<file path="src/rtl/sync_frame_deserializer_if.sv">
// Parallel output channel of the frame deserializer: payload word with valid/ready.
// Master drives data_out/data_valid, slave returns data_ready.
// Transfer occurs on a rising edge where data_valid and data_ready are both high.
`timescale 1ns/1ps
interface sync_frame_deserializer_if #(
    parameter int PAYLOAD_BITS = 8
);
    logic [PAYLOAD_BITS-1:0] data_out;
    logic                    data_valid;
    logic                    data_ready;

    modport master (
        output data_out,
        output data_valid,
        input  data_ready
    );

    modport slave (
        input  data_out,
        input  data_valid,
        output data_ready
    );
endinterface

</file>
<file path="src/rtl/sync_frame_deserializer.sv">
// Captures a fixed-length payload from rx after each sync pulse and presents it as a parallel word.
// Latency: data_valid rises on the edge that samples the last payload bit (no extra cycles).
// Backpressure: a completed frame that finds the output still full (and not accepted that edge) is dropped and counted.
`timescale 1ns/1ps
module sync_frame_deserializer #(
    parameter int PAYLOAD_BITS = 8,
    parameter bit MSB_FIRST    = 1'b1,
    parameter int CNT_W        = 8
) (
    input  logic                     clk,
    input  logic                     rstn,
    input  logic                     rx,
    input  logic                     detected,
    sync_frame_deserializer_if.master out_if,
    output logic                     busy,
    output logic [CNT_W-1:0]         frame_count,
    output logic [CNT_W-1:0]         drop_count
);

    // Counter never needs to hold PAYLOAD_BITS itself: it wraps to 0 on the last bit.
    localparam int                BC_W     = (PAYLOAD_BITS > 2) ? $clog2(PAYLOAD_BITS) : 1;
    localparam logic [BC_W-1:0]   LAST_BIT = BC_W'(PAYLOAD_BITS - 1);

    typedef enum logic {
        ST_IDLE    = 1'b0,
        ST_CAPTURE = 1'b1
    } state_t;

    state_t                  state_q, state_d;
    logic [BC_W-1:0]         bit_cnt_q, bit_cnt_d;
    logic [PAYLOAD_BITS-1:0] shift_q, shift_d;
    logic [PAYLOAD_BITS-1:0] data_q, data_d;
    logic                    valid_q, valid_d;
    logic [CNT_W-1:0]        frame_cnt_q, frame_cnt_d;
    logic [CNT_W-1:0]        drop_cnt_q, drop_cnt_d;

    logic start;
    logic sample;
    logic complete;
    logic load;
    logic drop;

    // FSM state register
    always_ff @(posedge clk or negedge rstn) begin
        if (!rstn) begin
            state_q <= ST_IDLE;
        end else begin
            state_q <= state_d;
        end
    end

    // FSM next state: sync pulse only honoured from IDLE, capture ends on the last bit
    always_comb begin
        state_d = state_q;
        case (state_q)
            ST_IDLE: begin
                if (detected) begin
                    state_d = ST_CAPTURE;
                end
            end
            ST_CAPTURE: begin
                if (bit_cnt_q == LAST_BIT) begin
                    state_d = ST_IDLE;
                end
            end
            default: state_d = ST_IDLE;
        endcase
    end

    // FSM outputs: capture strobes decoded from the current state
    always_comb begin
        start    = 1'b0;
        sample   = 1'b0;
        complete = 1'b0;
        busy     = 1'b0;
        case (state_q)
            ST_IDLE: begin
                start  = detected;
                sample = detected;
            end
            ST_CAPTURE: begin
                sample   = 1'b1;
                busy     = 1'b1;
                complete = (bit_cnt_q == LAST_BIT);
            end
            default: ;
        endcase
    end

    // Datapath next state: shift in rx, decide load vs drop on frame completion
    always_comb begin
        shift_d     = shift_q;
        bit_cnt_d   = bit_cnt_q;
        data_d      = data_q;
        valid_d     = valid_q;
        frame_cnt_d = frame_cnt_q;
        drop_cnt_d  = drop_cnt_q;
        load        = 1'b0;
        drop        = 1'b0;

        // After PAYLOAD_BITS shifts every stale bit has been pushed out, so no clear is needed
        if (sample) begin
            if (MSB_FIRST) begin
                shift_d = {shift_q[PAYLOAD_BITS-2:0], rx};
            end else begin
                shift_d = {rx, shift_q[PAYLOAD_BITS-1:1]};
            end
        end

        if (start) begin
            bit_cnt_d = BC_W'(1);
        end else if (complete) begin
            bit_cnt_d = '0;
        end else if (busy) begin
            bit_cnt_d = bit_cnt_q + BC_W'(1);
        end

        // Output slot is free if empty or being drained on this same edge
        if (complete) begin
            load = !valid_q || out_if.data_ready;
            drop = !load;
        end

        if (load) begin
            data_d  = shift_d;
            valid_d = 1'b1;
        end else if (valid_q && out_if.data_ready) begin
            valid_d = 1'b0;
        end

        if (load && !(&frame_cnt_q)) begin
            frame_cnt_d = frame_cnt_q + CNT_W'(1);
        end
        if (drop && !(&drop_cnt_q)) begin
            drop_cnt_d = drop_cnt_q + CNT_W'(1);
        end
    end

    // Datapath registers
    always_ff @(posedge clk or negedge rstn) begin
        if (!rstn) begin
            shift_q     <= '0;
            bit_cnt_q   <= '0;
            data_q      <= '0;
            valid_q     <= 1'b0;
            frame_cnt_q <= '0;
            drop_cnt_q  <= '0;
        end else begin
            shift_q     <= shift_d;
            bit_cnt_q   <= bit_cnt_d;
            data_q      <= data_d;
            valid_q     <= valid_d;
            frame_cnt_q <= frame_cnt_d;
            drop_cnt_q  <= drop_cnt_d;
        end
    end

    assign out_if.data_out   = data_q;
    assign out_if.data_valid = valid_q;
    assign frame_count       = frame_cnt_q;
    assign drop_count        = drop_cnt_q;

endmodule

</file>
<file path="src/flat_wrapper.sv">
// flat-port wrapper written by rule: the top's interface ports become plain ports
module sync_frame_deserializer_flat 
#(
    parameter int PAYLOAD_BITS = 8,
    parameter bit MSB_FIRST    = 1'b1,
    parameter int CNT_W        = 8
)
  (clk, rstn, rx, detected, busy, frame_count, drop_count, out_if_data_out, out_if_data_valid, out_if_data_ready);
  sync_frame_deserializer_if #(.PAYLOAD_BITS(PAYLOAD_BITS)) out_if_i ();
  input  logic clk;
  input  logic rstn;
  input  logic rx;
  input  logic detected;
  output logic busy;
  output logic [CNT_W-1:0] frame_count;
  output logic [CNT_W-1:0] drop_count;
  output wire logic [$bits(out_if_i.data_out)-1:0] out_if_data_out;
  output wire logic [$bits(out_if_i.data_valid)-1:0] out_if_data_valid;
  input wire logic [$bits(out_if_i.data_ready)-1:0] out_if_data_ready;
  assign out_if_data_out = out_if_i.data_out;
  assign out_if_data_valid = out_if_i.data_valid;
  assign out_if_i.data_ready = out_if_data_ready;
  sync_frame_deserializer #(.PAYLOAD_BITS(PAYLOAD_BITS), .MSB_FIRST(MSB_FIRST), .CNT_W(CNT_W)) u_core (.clk(clk), .rstn(rstn), .rx(rx), .detected(detected), .out_if(out_if_i), .busy(busy), .frame_count(frame_count), .drop_count(drop_count));
endmodule
</file>
<file path="config.mk">
export PLATFORM = sky130hd
export DESIGN_NAME = sync_frame_deserializer_flat
export DESIGN_NICKNAME = d
export VERILOG_FILES = /design/src/rtl/sync_frame_deserializer_if.sv /design/src/rtl/sync_frame_deserializer.sv /design/src/flat_wrapper.sv
export SDC_FILE = /design/constraint.sdc
export NUM_CORES = 1
export LEC_CHECK = 0
export CAP_MARGIN = 20
export CORE_ASPECT_RATIO = 2
export CORE_MARGIN = 2
export CORE_UTILIZATION = 28
export DETAILED_ROUTE_END_ITERATION = 16
export PLACE_DENSITY_LB_ADDON = 0.12
export SYNTH_ARGS = -nofsm -noshare
export SYNTH_HDL_FRONTEND = slang
export SYNTH_SLANG_ARGS = --single-unit
</file>
<file path="constraint.sdc">
create_clock -name clk -period 1.8 [get_ports clk]
set_input_delay 0.36 -clock clk [delete_from_list [all_inputs] [get_ports clk]]
set_output_delay 0.36 -clock clk [all_outputs]
set_load 0.1 [all_outputs]
</file>
==> flow_metrics.tcl <==
set metrics [dict create \
    status "complete, no violations" \
    place.gp.congestion 0.826 \
    first_pass_iters 4 \
    fin_util_pct 43.9 \
    clk_latency_ps 280 \
    grt-ovfl-total 0 \
    vias 1141 \
    syn_inst 129 \
    cp_data_arrival_time_ps 1900 \
    power.leakage_nw 1.15 \
    htreeDepth 2 \
    wl_per_cell_um 15.4 \
    viasPerCell 4.79 \
    finalSetupViolCount 0 \
    clkSinkCount 37 \
    synthArstFlopShare_pct 100 \
    cp-end-kind "flop" \
    clockBufferDepth 2 \
    worstRegToRegCells 6 \
    hold_class "input pin to asynchronous set/reset pin" \
    fp.dieW_um 59.6 \
    skew_ps 4.10 \
    top_layer_used "met4" \
    antenna_found_initial 0 \
    rows 40 \
    cts_buffers 5 \
    synth_cell_types 32 \
    critical_path_class "flop to flop" \
    clkSlewWorstSetupHoldPaths_ps 50 \
    die-area_um2 6870 \
    dp_hpwl_um 2700 \
    grt_pass1_vias 1274 \
    hold_buffers 0 \
    wl_met1_um 1420 \
    grt_max_degree 22 \
    initialDrtViolationCount 27 \
    multi_input_area_um2 796 \
    io_buffers 30 \
    coreArea_um2 6010 \
    place_ws_ps -72.2 \
    vdd_drop_max_mv 1.01 \
    fillCellCount 560 \
    fin_tns_setup_ps 0 \
    syn_area_per_cell_um2 13.4 \
    yosysSeqAreaShare_pct 53.5 \
    syn_to_final_growth_pct 52.4 \
    tightestPinTransition_ps 443 \
    cp-start-kind "flop" \
    route.met2.wl_um 2020 \
    min_period_ps 1730 \
    rsz0062_at_grt "yes" \
    drive_above_1_share_pct 54.3 \
    ys_seq_elements 37 \
    wirelength_um 3670 \
    syn-cell-area_um2 1730 \
    drv_slew 0 \
    io_pins 31 \
    synth_fp_nets 138 \
    setup_slack_ps 66.9 \
    cp_max_fo 4 \
    drc 0 \
    fmax_mhz 577 \
    finalNetCount 183 \
    maxSlewHeadroom_pct 70.5 \
    cts_root_buf "clkbuf_16" \
    diodes 0 \
    required_ps 1960 \
    max_cap_viol_count 0 \
    grt_usage_pct 12.5 \
    register_area_um2 946 \
    synthFlopType "dfrtp_1" \
    tritoncts "yes" \
    dr_wl_met3_um 137 \
    start_util_pct 28.8 \
    dieHeight_um 115 \
    grt_pass1_wl_um 6290 \
    finalHoldViolCount 0 \
    powerDensity_nw_per_um2 1940 \
    ys_warn_count 0 \
    synth_edf_count 0 \
    antenna_left 0 \
    period_share_pct 96.3 \
]
-- state kept, by name, indices dropped and copies added (netlist names) --
register / flops
u_core.shift_q: 8
u_core.state_q: 1
u_core.frame_count: 8
u_core.out_if.data_out: 8
u_core.bit_cnt_q: 3
u_core.out_if.data_valid: 1
u_core.drop_count: 8
-- synthesized netlist by cell type, types with 2 or more instances --
cell      count  area (µm²)
and3_1        3        18.8
dfrtp_1      37         926
ha_1          4        50.1
mux2_1        2        22.5
mux2_2        7        78.8
mux2_4       17         255
nand2_1      17        63.8
nand2_2       2        12.5
nand2b_1      4        25.0
nand3_1       5        25.0
nand4_1       2        12.5
nor2_1        4        15.0
o21ai_0       3        15.0
xnor2_1       3        26.3
xor2_1        2        17.5
-- worst max-delay path, stage by stage (launching register included) --
cell and delay, ps:
dfrtp_1 380, ha_1 210, ha_2 190, and4b_4 210, buf_4 150, o31ai_2 90, mux2_2 370
-- worst paths after layout --
check                           slack (ps)                 from                    to
worst max-delay path                    70  u_core.bit_cnt_q[0]  u_core.drop_count[1]
worst min-delay path                    20                 rstn  u_core.drop_count[0]
worst max register to register          70  u_core.bit_cnt_q[0]  u_core.drop_count[1]
worst min register to register         500    u_core.shift_q[7]     u_core.shift_q[7]
max in group asynchronous             1300                 rstn  u_core.drop_count[4]
min in group clk                       500    u_core.shift_q[7]     u_core.shift_q[7]
-- routing by layer --
metal	GRT usage [%]	vias up
met5	0	-
met1	13.8	565
met3	3.71	7
met4	7.26	0
li1	-	541
met2	20.6	28
-- cell usage in the layout, fill, tap and decap left out, types with 4 or more instances in the layout --
master	netlist	routed
buf_12	1	29
dfrtp_1	37	21
mux2_4	17	17
nand2_1	17	17
dfrtp_2	0	16
mux2_2	7	7
buf_4	0	7
nand3_1	5	5
clkbuf_16	0	5
nand2b_1	4	4
-- logic make-up after synthesis --
| kind of cell | count (synthesis) | share of synthesized area, % |
|---|---|---|
| AND/OR/NAND/NOR | 46 | 15.5 |
| flip-flops | 37 | 53.5 |
| multiplexers | 26 | 20.6 |
| AO/OA/AOI/OAI | 8 | 3.03 |
| XOR/XNOR | 5 | 2.53 |
| adder cells (fa/ha/maj) | 4 | 2.89 |
| buffers and inverters | 3 | 2.02 |
-- stage by stage --
step / hold WS [ps] / power [W] / instance area (µm²) / std cells
3_5_place_dp: 338 / 0.00424 / 2460 / 229
5_1_grt: 52.2 / 0.00533 / 2640 / 238
3_3_place_gp: 336 / 0.00420 / 2460 / 229
4_1_cts: 34.8 / 0.00515 / 2610 / 237
6_report: 22.1 / 0.00511 / 2640 / 238
2_1_floorplan: 64.4 / 0.00320 / 1750 / 129
-- power breakdown --
group	internal [W]	switching (W)
sequential	0.00113	0.000305
combinational	0.00117	0.00163
clock	0.000552	0.000315
total	0.00286	0.00225
-- area by class of cell --
type | count | area share, %
flip-flops and latches | 37 | 35.8
clock buffers | 8 | 5.55
inverters | 1 | 0.142
multi-input cells | 89 | 30.2
repair buffers | 40 | 25.3
well taps | 63 | 2.99
-- repair_timing --
action,4_1_cts,5_1_grt
gates cloned,0,0
setup buffers,0,1
setup endpoints to repair,2,6
pin swaps,0,2
gates resized for setup,1,4
(Power assumes the default switching activity.)
